## src/rtl/cnn_pkg.sv

```systemverilog
// Shared CNN definitions: pooled-pixel width, pooling row-phase state and the ReLU/narrow helper.
// Optional CONV2_POOL_SAT_EN makes the narrow step saturate instead of truncate.
package cnn_pkg;

    localparam int POOL_OUT_BITS = 12;
    localparam logic [POOL_OUT_BITS-1:0] POOL_SAT_MAX = 12'hFFF;

    typedef enum logic {
        EVEN_ROW = 1'b0,
        ODD_ROW  = 1'b1
    } pool_state_t;

    // Callers sign-extend their sample to 32 bits so conv1 and conv2 stages share this.
    function automatic logic [POOL_OUT_BITS-1:0] relu_narrow(input logic signed [31:0] x);
        logic [POOL_OUT_BITS-1:0] r;
        if (x < 0)
            r = '0;
`ifdef CONV2_POOL_SAT_EN
        else if (x > $signed({20'd0, POOL_SAT_MAX}))
            r = POOL_SAT_MAX;
`endif
        else
            r = x[POOL_OUT_BITS-1:0];
        return r;
    endfunction

    function automatic logic [POOL_OUT_BITS-1:0] umax(input logic [POOL_OUT_BITS-1:0] a,
                                                      input logic [POOL_OUT_BITS-1:0] b);
        return (a > b) ? a : b;
    endfunction

endpackage

```

## src/rtl/conv2_maxpool_relu_if.sv

```systemverilog
// Pixel stream into and pooled stream out of the conv2 ReLU/max-pool stage.
interface conv2_maxpool_relu_if
    import cnn_pkg::*;
#(
    parameter int DATA_BITS = 14
);
    logic                        valid_in;
    logic signed [DATA_BITS-1:0] conv_in_1;
    logic signed [DATA_BITS-1:0] conv_in_2;
    logic signed [DATA_BITS-1:0] conv_in_3;
    logic [POOL_OUT_BITS-1:0]    max_out_1;
    logic [POOL_OUT_BITS-1:0]    max_out_2;
    logic [POOL_OUT_BITS-1:0]    max_out_3;
    logic                        valid_out;
    logic                        frame_done;

    modport master (
        output valid_in, conv_in_1, conv_in_2, conv_in_3,
        input  max_out_1, max_out_2, max_out_3, valid_out, frame_done
    );

    modport slave (
        input  valid_in, conv_in_1, conv_in_2, conv_in_3,
        output max_out_1, max_out_2, max_out_3, valid_out, frame_done
    );
endinterface

```

## src/rtl/maxpool_line_buf.sv

```systemverilog
// One channel's row of horizontal pair maxima, kept from an even row for use in the odd row below it.
module maxpool_line_buf
    import cnn_pkg::*;
#(
    parameter int DEPTH = 4,
    localparam int IW   = (DEPTH > 1) ? $clog2(DEPTH) : 1
) (
    input  logic                     clk,
    input  logic                     wr_en,
    input  logic [IW-1:0]            wr_idx,
    input  logic [POOL_OUT_BITS-1:0] wr_data,
    input  logic [IW-1:0]            rd_idx,
    output logic [POOL_OUT_BITS-1:0] rd_data
);
    logic [POOL_OUT_BITS-1:0] mem [DEPTH];

    // NOTE: no reset on the storage; every entry is written in an even row before it is read.
    always_ff @(posedge clk) begin
        if (wr_en)
            mem[wr_idx] <= wr_data;
    end

    assign rd_data = mem[rd_idx];
endmodule

```

## src/rtl/conv2_maxpool_relu.sv

```systemverilog
// conv2 ReLU + non-overlapping 2x2 max-pool over three lockstep channels, raster-order input.
// CONV2_POOL_SAT_EN selects saturating (vs truncating) narrowing of the ReLU result to 12 bits.
module conv2_maxpool_relu
    import cnn_pkg::*;
#(
    parameter int WIDTH     = 8,
    parameter int HEIGHT    = 8,
    parameter int DATA_BITS = 14
) (
    input  logic                 clk,
    input  logic                 rst_n,
    conv2_maxpool_relu_if.slave  bus
);
    localparam int HALF = WIDTH / 2;
    localparam int CW   = (WIDTH  > 1) ? $clog2(WIDTH)  : 1;
    localparam int RW   = (HEIGHT > 1) ? $clog2(HEIGHT) : 1;
    localparam int IW   = (HALF   > 1) ? $clog2(HALF)   : 1;

    logic [CW-1:0]               col;
    logic [RW-1:0]               row;
    pool_state_t                 state, state_next;
    logic                        last_col, last_row, wr_en, out_fire;
    logic [IW-1:0]               pair_idx;
    logic signed [DATA_BITS-1:0] x        [3];
    logic [POOL_OUT_BITS-1:0]    r        [3];
    logic [POOL_OUT_BITS-1:0]    hold     [3];
    logic [POOL_OUT_BITS-1:0]    pair_max [3];
    logic [POOL_OUT_BITS-1:0]    rd_data  [3];
    logic [POOL_OUT_BITS-1:0]    pool_max [3];
    logic [POOL_OUT_BITS-1:0]    out_q    [3];
    logic                        valid_q, done_q;

    assign x[0]     = bus.conv_in_1;
    assign x[1]     = bus.conv_in_2;
    assign x[2]     = bus.conv_in_3;
    assign last_col = (col == CW'(WIDTH - 1));
    assign last_row = (row == RW'(HEIGHT - 1));
    assign pair_idx = IW'(col >> 1);

    // NOTE: every output of this block gets a default first so no latch is inferred.
    always_comb begin
        state_next = state;
        wr_en      = 1'b0;
        out_fire   = 1'b0;
        case (state)
            EVEN_ROW: begin
                wr_en = bus.valid_in && col[0];
                if (bus.valid_in && last_col)
                    state_next = ODD_ROW;
            end
            ODD_ROW: begin
                out_fire = bus.valid_in && col[0];
                if (bus.valid_in && last_col)
                    state_next = EVEN_ROW;
            end
            default: state_next = EVEN_ROW;
        endcase
    end

    always_comb begin
        for (int i = 0; i < 3; i++) begin
            r[i]        = relu_narrow(32'(x[i]));
            pair_max[i] = umax(hold[i], r[i]);
            pool_max[i] = umax(pair_max[i], rd_data[i]);
        end
    end

    for (genvar g = 0; g < 3; g++) begin : g_lb
        maxpool_line_buf #(.DEPTH(HALF)) u_lb (
            .clk     (clk),
            .wr_en   (wr_en),
            .wr_idx  (pair_idx),
            .wr_data (pair_max[g]),
            .rd_idx  (pair_idx),
            .rd_data (rd_data[g])
        );
    end

    always_ff @(posedge clk) begin
        if (!rst_n)
            state <= EVEN_ROW;
        else
            state <= state_next;
    end

    // NOTE: registered state uses non-blocking assignments so every flop samples pre-edge values.
    always_ff @(posedge clk) begin
        if (!rst_n) begin
            col     <= '0;
            row     <= '0;
            valid_q <= 1'b0;
            done_q  <= 1'b0;
            for (int i = 0; i < 3; i++) begin
                hold[i]  <= '0;
                out_q[i] <= '0;
            end
        end else begin
            valid_q <= out_fire;
            done_q  <= out_fire && last_col && last_row;
            for (int i = 0; i < 3; i++) begin
                if (bus.valid_in && !col[0])
                    hold[i] <= r[i];
                if (out_fire)
                    out_q[i] <= pool_max[i];
            end
            if (bus.valid_in) begin
                if (last_col) begin
                    col <= '0;
                    row <= last_row ? '0 : row + 1'b1;
                end else begin
                    col <= col + 1'b1;
                end
            end
        end
    end

    assign bus.max_out_1  = out_q[0];
    assign bus.max_out_2  = out_q[1];
    assign bus.max_out_3  = out_q[2];
    assign bus.valid_out  = valid_q;
    assign bus.frame_done = done_q;
endmodule

```

## src/flat_wrapper.sv

```systemverilog
// flat-port wrapper written by rule: the top's interface ports become plain ports
module conv2_maxpool_relu_flat import cnn_pkg::*;
#(
    parameter int WIDTH     = 8,
    parameter int HEIGHT    = 8,
    parameter int DATA_BITS = 14
)
  (clk, rst_n, bus_valid_in, bus_conv_in_1, bus_conv_in_2, bus_conv_in_3, bus_max_out_1, bus_max_out_2, bus_max_out_3, bus_valid_out, bus_frame_done);
  conv2_maxpool_relu_if #(.DATA_BITS(DATA_BITS)) bus_i ();
  input  logic clk;
  input  logic rst_n;
  input wire logic [$bits(bus_i.valid_in)-1:0] bus_valid_in;
  input wire logic [$bits(bus_i.conv_in_1)-1:0] bus_conv_in_1;
  input wire logic [$bits(bus_i.conv_in_2)-1:0] bus_conv_in_2;
  input wire logic [$bits(bus_i.conv_in_3)-1:0] bus_conv_in_3;
  output wire logic [$bits(bus_i.max_out_1)-1:0] bus_max_out_1;
  output wire logic [$bits(bus_i.max_out_2)-1:0] bus_max_out_2;
  output wire logic [$bits(bus_i.max_out_3)-1:0] bus_max_out_3;
  output wire logic [$bits(bus_i.valid_out)-1:0] bus_valid_out;
  output wire logic [$bits(bus_i.frame_done)-1:0] bus_frame_done;
  assign bus_i.valid_in = bus_valid_in;
  assign bus_i.conv_in_1 = bus_conv_in_1;
  assign bus_i.conv_in_2 = bus_conv_in_2;
  assign bus_i.conv_in_3 = bus_conv_in_3;
  assign bus_max_out_1 = bus_i.max_out_1;
  assign bus_max_out_2 = bus_i.max_out_2;
  assign bus_max_out_3 = bus_i.max_out_3;
  assign bus_valid_out = bus_i.valid_out;
  assign bus_frame_done = bus_i.frame_done;
  conv2_maxpool_relu #(.WIDTH(WIDTH), .HEIGHT(HEIGHT), .DATA_BITS(DATA_BITS)) u_core (.clk(clk), .rst_n(rst_n), .bus(bus_i));
endmodule
```

## config.mk

```make
export PLATFORM = sky130hd
export DESIGN_NAME = conv2_maxpool_relu_flat
export DESIGN_NICKNAME = d
export VERILOG_FILES = /design/src/rtl/cnn_pkg.sv /design/src/rtl/conv2_maxpool_relu_if.sv /design/src/rtl/maxpool_line_buf.sv /design/src/rtl/conv2_maxpool_relu.sv /design/src/flat_wrapper.sv
export SDC_FILE = /design/constraint.sdc
export NUM_CORES = 1
export LEC_CHECK = 0
export ABC_AREA = 1
export CAP_MARGIN = 20
export CORE_ASPECT_RATIO = 0.9
export CORE_MARGIN = 8
export CORE_UTILIZATION = 54
export DETAILED_ROUTE_END_ITERATION = 10
export HOLD_SLACK_MARGIN = 0.05
export PLACE_DENSITY = 0.88
export SETUP_SLACK_MARGIN = 0.2
export SLEW_MARGIN = 20
export SYNTH_ARGS = -nofsm -noshare
export SYNTH_HDL_FRONTEND = slang
export SYNTH_SLANG_ARGS = --single-unit
```

## constraint.sdc

```tcl
create_clock -name clk -period 3.7 [get_ports clk]
set_clock_uncertainty 0.1 [all_clocks]
set_input_delay 0.74 -clock clk [delete_from_list [all_inputs] [get_ports clk]]
set_output_delay 0.74 -clock clk [all_outputs]
set_load 0.01 [all_outputs]
```

==> results of run 1 <==
==> worst register-to-register path, cell delays in order (launching register included) <==
cell and delay (ps):
edfxtp_1 480, ha_4 320, nand4_1 200, nor3_2 250, nand2_2 170, nand2_4 140
buf_8 150, nand2_4 70, nand2_2 120, ha_4 210, nand2_2 100, nor2_1 90
nor2_1 250, nand3_2 150, nand2_4 150, buf_6 160, a21oi_1 90, nand2_1 140
inv_1 50
==> state kept, by name, indices dropped and copies added, names as in the netlist, named ones only <==
name	count
u_core.row	3
u_core.bus.valid_out	1
u_core.bus.frame_done	1
u_core.col	3
u_core.out_q	36
u_core.g_lb.u_lb.mem	144
u_core.hold	36
u_core.state	1
==> power groups by stage <==
stage          combinational, mW  sequential, mW  clock [mW]
2_1_floorplan              0.750            3.03           0
3_3_place_gp                1.13            3.03           0
3_5_place_dp                1.20            3.03           0
4_1_cts                     1.39            2.98        2.28
5_1_grt                     2.13            3.00        2.41
6_report                    2.03            3.00        2.32
==> final cells by class <==
| type | instances | area (um2) | share of cell area (%) |
|---|---|---|---|
| inverter | 150 | 591 | 3.56 |
| timing repair inverter | 2 | 13.8 | 0.0830 |
| clock buffer | 30 | 644 | 3.89 |
| multi-input combinational | 746 | 5790 | 34.9 |
| sequential | 227 | 6710 | 40.5 |
| antenna | 1 | 2.50 | 0.0151 |
| timing repair buffer | 248 | 2390 | 14.4 |
| tap | 286 | 358 | 2.16 |
| clock inverter | 11 | 76.3 | 0.461 |
==> metrics by stage <==
step / setup TNS (ps) / power (mW)
6_report: -281 / 7.35
5_1_grt: -1610 / 7.54
4_1_cts: 0 / 6.65
3_5_place_dp: -21370 / 4.23
3_3_place_gp: -14990 / 4.15
2_1_floorplan: -51340 / 3.78
==> routing by layer <==
metal	vias to the layer above	share of wire, %
met4	0	8.1
met2	949	49
li1	4426	-
met1	5091	34
met3	279	9.7
met5	-	0
==> worst paths after layout <==
path	startpoint	cells after the start	endpoint	slack [ps]
setup / recovery	bus_conv_in_2[13]	22	u_core.out_q[0][22]	-50
hold / removal	u_core.row[2]	2	u_core.row[2]	400
setup reg to reg	u_core.hold[0][18]	18	u_core.out_q[0][22]	70
hold reg to reg	u_core.row[2]	2	u_core.row[2]	400
==> cell usage in the layout (no fill, tap or decap), drive strengths merged, types with 6 or more instances in the layout <==
cell / n
a21oi: 63
nor3: 13
inv: 151
clkinv: 9
nor2: 128
clkbuf: 33
a21o: 6
dlymetal6s2s: 35
o22a: 33
edfxtp: 216
nand2: 265
clkdlybuf4s50: 40
buf: 169
nand3: 85
ha: 76
dfxtp: 11
o21ai: 73
==> cells in the mapped netlist, drive strengths merged <==
cell type	instances
dfxtp	11
clkinv	1
nor3	13
nand3	85
edfxtp	216
ha	76
buf	37
clkbuf	9
nand2	265
inv	149
a21oi	63
nand4	4
o22a	33
a21o	6
o21ai	73
nor2	128
==> repair_timing <==
action                                  CTS  global route
setup buffers                            14            29
gates cloned                              3             3
endpoints found under the hold margin     0             0
resized for setup                       101           347
endpoints found under the setup margin   36            40
pin swaps                                51           144
==> cell families after synthesis <==
logic type                 share of synthesized area [%]
AOI/OAI and AO/OA                                   8.78
and+or+nand+nor                                     17.5
DFF                                                 58.0
adders and majority gates                           8.22
buffers and inverters                               7.52
==> flow_summary.toml, run 1 <==
[status]
outcome = "finished, violations left"
violations = "setup timing"

[grt]
track_usage_pct = 23.9
use_met1_pct = 27.2
met2_usage_pct = 41.6
grt_pass1_wl_um = 50700
grt_max_degree = 56
grt_pass1_vias = 10200
grt_busiest_layer = "met2"
grt_overflow_total = 0
antenna_found_initial = 1
gr-usage-met3_pct = 5.24

[die]
io_pins = 83
core_mm2 = 0.0209
die_h_um = 155
floorplan.die_area_mm2 = 0.0264
num_rows = 50
initial_core_util_pct = 55.3
dieWidth_um = 170

[sta]
fmax_mhz = 266
period_share_pct = 101
setup_ws_ps = -53.9
setup_viol = 10
max_slew_margin_pct = 38.2
timing.hold.ws_ps = 402
worst_pin_slew_ps = 926
min_period_ps = 3750
final_hold_viol_count = 0
slew_violations = 0
rsz0062_at_grt = "yes"

[finish]
num-nets-final = 1520
fin_cells = 1701
fin_util_pct = 79.3
nFillCells = 1013
syn2layout_area_growth_pct = 43.3
fin_area_mm2 = 0.0166
drive_gt1_share_pct = 36.1

[drt]
postRouteAntennaNets = 0
drtIter0Drc = 1699
vias_per_cell = 6.32
totalWireLength_um = 41200
firstDrtPassIters = 6
drc = 0
routedWlPerCell_um = 24.2
via_count = 10700

[synth]
synth_top_area_cell = "edfxtp_1"
ys_seq_elements = 227
synth_top_area_share_pct = 56.1
avgSynthCellArea_um2 = 9.89
yosys-top-cells-area = "edfxtp_1, nand2_1, ha_1, inv_1, nor2_1"
synth_area_mm2 = 0.0116
syn_inst = 1169
syn-num-nets = 1290
ys_types = 25
synth_warnings = 0
ys_seq_area_share_pct = 58.0

[power_and_ir_drop]
power.internal_mw = 5.09
comb_power_share_pct = 27.6
pwr-share-clk_pct = 31.6
power_switching_share_pct = 30.8
p_per_area_mw_per_mm2 = 443
switching_power_mw = 2.26
seq_power_share_pct = 40.9
vdd_drop_max_mv = 0.355
leakage_nw = 7.27

[setup_path]
start_kind = "input pin"
critPathKind = "in2reg"
crit_family = "simple AND/OR/NAND/NOR gates"
slowest_delay_ps = 270
critPathSlowestCell = "ha_4"
end_kind = "register"
crit_chain = "buf_2 > inv_4 > clkbuf_16 > nand2_2 > ha_4 > nand4_1 > nor3_2 > nand2_2 > nand2_4 > buf_8 > nand2_4 > nand2_2 > ha_4 > nand2_2 > nor2_1 > nor2_1 > nand3_2 > nand2_4 > buf_6 > a21oi_1 > nand2_1 > inv_1"
crit_required_ps = 3870
path_buf_inv = 6
cp_max_fo = 6
crit_top_cell = "nand2_2"
critPathArrivalTime_ps = 3930

[min_path]
hold_class = "reg2reg"

[clock_network]
cts_hold_buf = 0
clkSinkCount = 227
cts_tree = "built"
clock_latency_ps = 530
clk_pin_slew_ps = 60
htree_levels = 1
cts_root_buf = "clkbuf_16"
clk_path_buf_depth = 3
cts_buffers = 24

[place]
dpl_cell_area_mm2 = 0.0134
portBuffers = 79
gp_congestion = 0.868
dpl.cell_count = 1610
place_hpwl_um = 18000
dp_slack_ps = -745

[run]
cap_viol_max_count = 0
No activity file was read; power rests on OpenSTA's default activity.
==> run 2, diff against run 1 <==
- CORE_UTILIZATION: 54 -> 66
- CTS_BUF_LIST: default -> sky130_fd_sc_hd__clkbuf_8
- PLACE_DENSITY: 0.88 -> 0.95
- clock period: 3.7 -> 4.4 ns (I/O delays scaled with it)
==> run 2 against run 1 <==
  * The flow finishes with violations (DRC)
  * Clock power shrank 25%
  * Hold slack worse by 28 ps
  * Clock-buffer cell count up 9
  * Critical endpoint is now u_core.out_q[0][27]
==> flow_summary.toml, run 2 (same netlist as run 1, synthesis figures left out) <==
[clock_network]
cts_tree = "built"
cts_buffers = 37
clock_latency_ps = 560
cts_hold_buf = 0
clkSinkCount = 227
cts_root_buf = "clkbuf_8"
clk_path_buf_depth = 3
clk_pin_slew_ps = 80
htree_levels = 2

[setup_path]
reg2reg_slack_ps = 750
path_buf_inv = 8
cp_max_fo = 11
r2r-end = "u_core.out_q[0][27]"
critPathKind = "in2reg"
ff2ff_path_depth = 21
critPathSlowestCell = "clkdlybuf4s50_1"
cp.depth = 27
r2r-start = "u_core.hold[0][31]"
crit_top_cell = "nand2_1"
cp-startpoint = "bus_conv_in_3[13]"
critPathCapture = "u_core.out_q[0][27]"
slowest_delay_ps = 470
start_kind = "input pin"
crit_family = "simple AND/OR/NAND/NOR gates"
crit_required_ps = 4620
critPathArrivalTime_ps = 4530
end_kind = "register"

[grt]
track_usage_pct = 27.2
grt_overflow_total = 0
grt_pass1_wl_um = 47700
grt_max_degree = 76
antenna_found_initial = 0
grt_pass1_vias = 9942

[sta]
setup_viol = 0
rsz0062_at_grt = "no"
fmax_mhz = 232
final_hold_viol_count = 0
worst_pin_slew_ps = 988
max_slew_margin_pct = 33.9
period_share_pct = 98.0
setup_tns_ps = 0
slew_violations = 0
min_period_ps = 4310

[drt]
totalWireLength_um = 34300
firstDrtPassIters = 10
vias_per_cell = 6.29
via_count = 10100
postRouteAntennaNets = 0
drc = 1
routedWlPerCell_um = 21.3
drtIter0Drc = 1487

[finish]
top_register = "u_core.g_lb.u_lb.mem"
layout_common_cells = "nand2_1, edfxtp_1, inv_1, nor2_1, buf_4"
nFillCells = 870
final_common_cell = "nand2_1"
num_antenna_cells = 0
num-nets-final = 1465
largest_reg_flops = 144
syn2layout_area_growth_pct = 22.6
regArea_mm2 = 0.00671
drive_gt1_share_pct = 15.3
multi_input_area_mm2 = 0.00429
reg_top3 = "u_core.g_lb.u_lb.mem (144), u_core.hold (36), u_core.out_q (36)"

[place]
gp_congestion = 0.877
place_hpwl_um = 18800
portBuffers = 79

[die]
die_h_um = 142
num_rows = 46
initial_core_util_pct = 66.5
io_pins = 83
core_mm2 = 0.0174
dieWidth_um = 156
floorplan.die_area_mm2 = 0.0220

[power_and_ir_drop]
p_per_area_mw_per_mm2 = 385
vdd_drop_max_mv = 0.214
total_power_mw = 5.46
leakage_nw = 6.38

[status]
outcome = "finished, violations left"
violations = "DRC"

[run]
cap_viol_max_count = 0

[min_path]
hold_class = "reg2reg"
-- run 2: cell count changes in the layout (fill, tap and decap cells not counted), sizes merged --
| cell | before | now |
|---|---|---|
| clkinv | 9 | 15 |
| buf | 169 | 100 |
| dlygate4sd2 | 1 | 0 |
| inv | 151 | 162 |
| diode | 1 | 0 |
| clkdlybuf4s50 | 40 | 78 |
| dlymetal6s2s | 35 | 1 |
| clkbuf | 33 | 40 |
-- run 2: cell type report --
type                    instances  share of cell area [%]
flip-flops and latches        227                    47.3
multi-input cells             746                    30.3
repair buffers                180                    11.4
inverters                     150                    4.06
clock buffers                  39                    3.79
well taps                     240                    2.12
clock inverters                28                   0.980
repair inverters                2                  0.0882
-- run 2: power breakdown --
group          switching (mW)  internal, mW  total, mW  leakage, nW
registers              0.0396          2.47       2.51         2.18
clock network           0.869         0.879       1.75        0.391
logic                   0.734         0.470       1.20         3.81
-- run 2: through the flow --
stage,setup WS (ps),hold WS (ps),instance area [um2],util [%],cells
4_1_cts,228,377,13800,79.5,1606
2_1_floorplan,265,349,11600,-,1169
3_5_place_dp,-162,369,13100,75.6,1539
3_3_place_gp,2.41,357,13100,75.6,1539
6_report,86.3,374,14200,81.6,1612
5_1_grt,49.1,411,14200,81.6,1612
-- run 2: worst min-delay path by stage --
stage                   from            end  slack, ps  cells after the start
3_5_place_dp   u_core.row[1]  u_core.row[1]        370                      2
2_1_floorplan  u_core.row[1]  u_core.row[1]        350                      2
5_1_grt        u_core.row[1]  u_core.row[1]        410                      2
6_report       u_core.row[1]  u_core.row[1]        370                      2
3_3_place_gp   u_core.row[1]  u_core.row[1]        360                      2
4_1_cts        u_core.row[1]  u_core.row[1]        380                      2
-- run 2: per-layer routing --
layer	global-route usage (%)	share of wire (%)	vias to the layer above
met1	29.6	33	4671
met2	49.0	49	892
met4	14.7	6.3	0
met5	0	0	-
li1	-	-	4321
met3	5.62	12	248
-- run 2: worst reg2reg max path, stage by stage, from the launching register on --
cell and delay [ps]:
edfxtp_1 480, ha_4 320, nand4_1 180, nor2_1 180, nand2_1 90, nand3_2 100, nand2_2 80, buf_4 180
nand2_1 100, nand2_1 110, ha_1 340, nand2_1 120, inv_1 50, nand2_1 70, nand2_1 80, nand2_1 110
nand3_2 120, nand2_4 150, buf_6 160, a21oi_1 90, nand2_1 140, inv_1 70
-- run 2: repair_timing --
action | CTS | global route
setup endpoints to repair | 0 | 36
resized for setup | 0 | 60
setup buffers | 0 | 3
==> run 3, diff against run 2 <==
- PLACE_DENSITY: 0.95 -> 0.85
==> run 3 against run 2 <==
  * The run now ends clean
  * Cell count down 1.2%
  * First-iteration DRC count is 50% lower
  * Critical path depth decreased by 3
  * Power decreased by 3.4%
  * Sequential share of layout area rose by 1.2 points
  * Setup slack gained 290 ps
  * Die area stayed put
==> flow_summary.toml, run 3 (same netlist as run 1, synthesis figures left out) <==
[clock_network]
cts_root_buf = "clkbuf_8"
clk_pin_slew_ps = 60
htree_levels = 2
post-cts-setup-buffers = 0
clkSinkCount = 227
cts_tree = "built"
cts_buffers = 37
cts_hold_buf = 0
clock_latency_ps = 540
clk_path_buf_depth = 3

[run]
cap_viol_max_count = 0

[finish]
drive_gt1_share_pct = 11.9
top_register = "u_core.g_lb.u_lb.mem"
fin_area_mm2 = 0.0138
num_antenna_cells = 0
fin_util_pct = 79.5
largest_reg_flops = 144
layout_common_cells = "nand2_1, edfxtp_1, inv_1, nor2_1, buf_4"
syn2layout_area_growth_pct = 19.5
num-nets-final = 1448
fin_cells = 1593
reg_top3 = "u_core.g_lb.u_lb.mem (144), u_core.hold (36), u_core.out_q (36)"
final_common_cell = "nand2_1"

[setup_path]
r2r-start = "u_core.hold[0][15]"
crit_required_ps = 4590
critPathKind = "in2reg"
cp_max_fo = 12
end_kind = "register"
critPathArrivalTime_ps = 4220
cp-startpoint = "bus_conv_in_2[13]"
start_kind = "input pin"

[die]
core_mm2 = 0.0174
floorplan.die_area_mm2 = 0.0220
io_pins = 83
initial_core_util_pct = 66.5
die_h_um = 142
dieWidth_um = 156
num_rows = 46

[grt]
grt_pass1_vias = 8891
grt_overflow_total = 0
grt_pass1_wl_um = 42000
antenna_found_initial = 0
grt_max_degree = 76
track_usage_pct = 23.8

[drt]
firstDrtPassIters = 7
via_count = 8897
routedWlPerCell_um = 16.4
postRouteAntennaNets = 0
drc = 0
totalWireLength_um = 26100
vias_per_cell = 5.59
drtIter0Drc = 741

[power_and_ir_drop]
vdd_drop_max_mv = 0.268
leakage_nw = 6.27
total_power_mw = 5.28
p_per_area_mw_per_mm2 = 382

[sta]
rsz0062_at_grt = "no"
min_period_ps = 4020
period_share_pct = 91.4
worst_pin_slew_ps = 982
max_slew_margin_pct = 34.3
setup_viol = 0
slew_violations = 0
fmax_mhz = 249
timing.hold.ws_ps = 385
final_hold_viol_count = 0

[status]
outcome = "finished clean"

[place]
portBuffers = 79
dpl_cell_area_mm2 = 0.0131
place_hpwl_um = 16900
dpl.cell_count = 1528
gp_congestion = 0.849

[min_path]
hold_class = "reg2reg"
worstHoldStart = "u_core.row[1]"
run 3: worst paths after layout:
path / depth (start not counted) / to / slack [ps]
worst min-delay path: 2 / u_core.row[1] / 380
worst max register to register: 17 / u_core.out_q[0][12] / 1080
worst max-delay path: 24 / u_core.out_q[0][12] / 380
worst min register to register: 2 / u_core.row[1] / 380
run 3: power by group:
| group | switching, mW | internal [mW] |
|---|---|---|
| registers | 0.0286 | 2.47 |
| logic | 0.596 | 0.402 |
| clock network | 0.824 | 0.954 |
run 3: layout make-up:
class                      instances  area (um2)
fill                            1045        3560
timing repair buffer             165        1470
inverter                         150         568
sequential                       227        6710
clock buffer                      40         551
clock inverter                    25         155
multi-input combinational        746        4060
tap                              240         300
run 3: timing repair:
item	4_1_cts	5_1_grt
gates resized for setup	0	11
hold endpoints to repair	0	0
setup endpoints to repair	0	27
run 3: per-layer routing:
| metal | vias up | part of all wire, % | global-route usage (%) |
|---|---|---|---|
| met1 | 4194 | 40 | 28.1 |
| met3 | 63 | 6.5 | 4.01 |
| li1 | 4287 | - | - |
| met2 | 353 | 51 | 42.0 |
| met4 | 0 | 2.4 | 10.7 |
| met5 | - | 0 | 0 |
run 3: through the flow:
| step | setup WS, ps | TNS (ps) |
|---|---|---|
| after floorplan | 265 | 0 |
| after global placement | 43.3 | 0 |
| after detailed placement | -70.7 | -636 |
| after CTS | 474 | 0 |
| after global routing | 185 | 0 |
| final | 378 | 0 |
run 3: worst max-delay path, stage by stage:
cell and delay [ps]:
clkdlybuf4s50_1 420, inv_1 100, buf_12 130, nand2_1 100, ha_1 340, nand2_1 80
inv_1 50, nand2_1 80, nand2_1 60, nand2_1 80, nand3_2 90, buf_4 190
nand3_1 100, nand2_1 130, ha_1 340, a21oi_1 160, nor2_1 70, nor2_2 120
nand3_1 110, nand2_2 120, buf_4 190, a21oi_1 100, nand2_1 130, inv_1 60
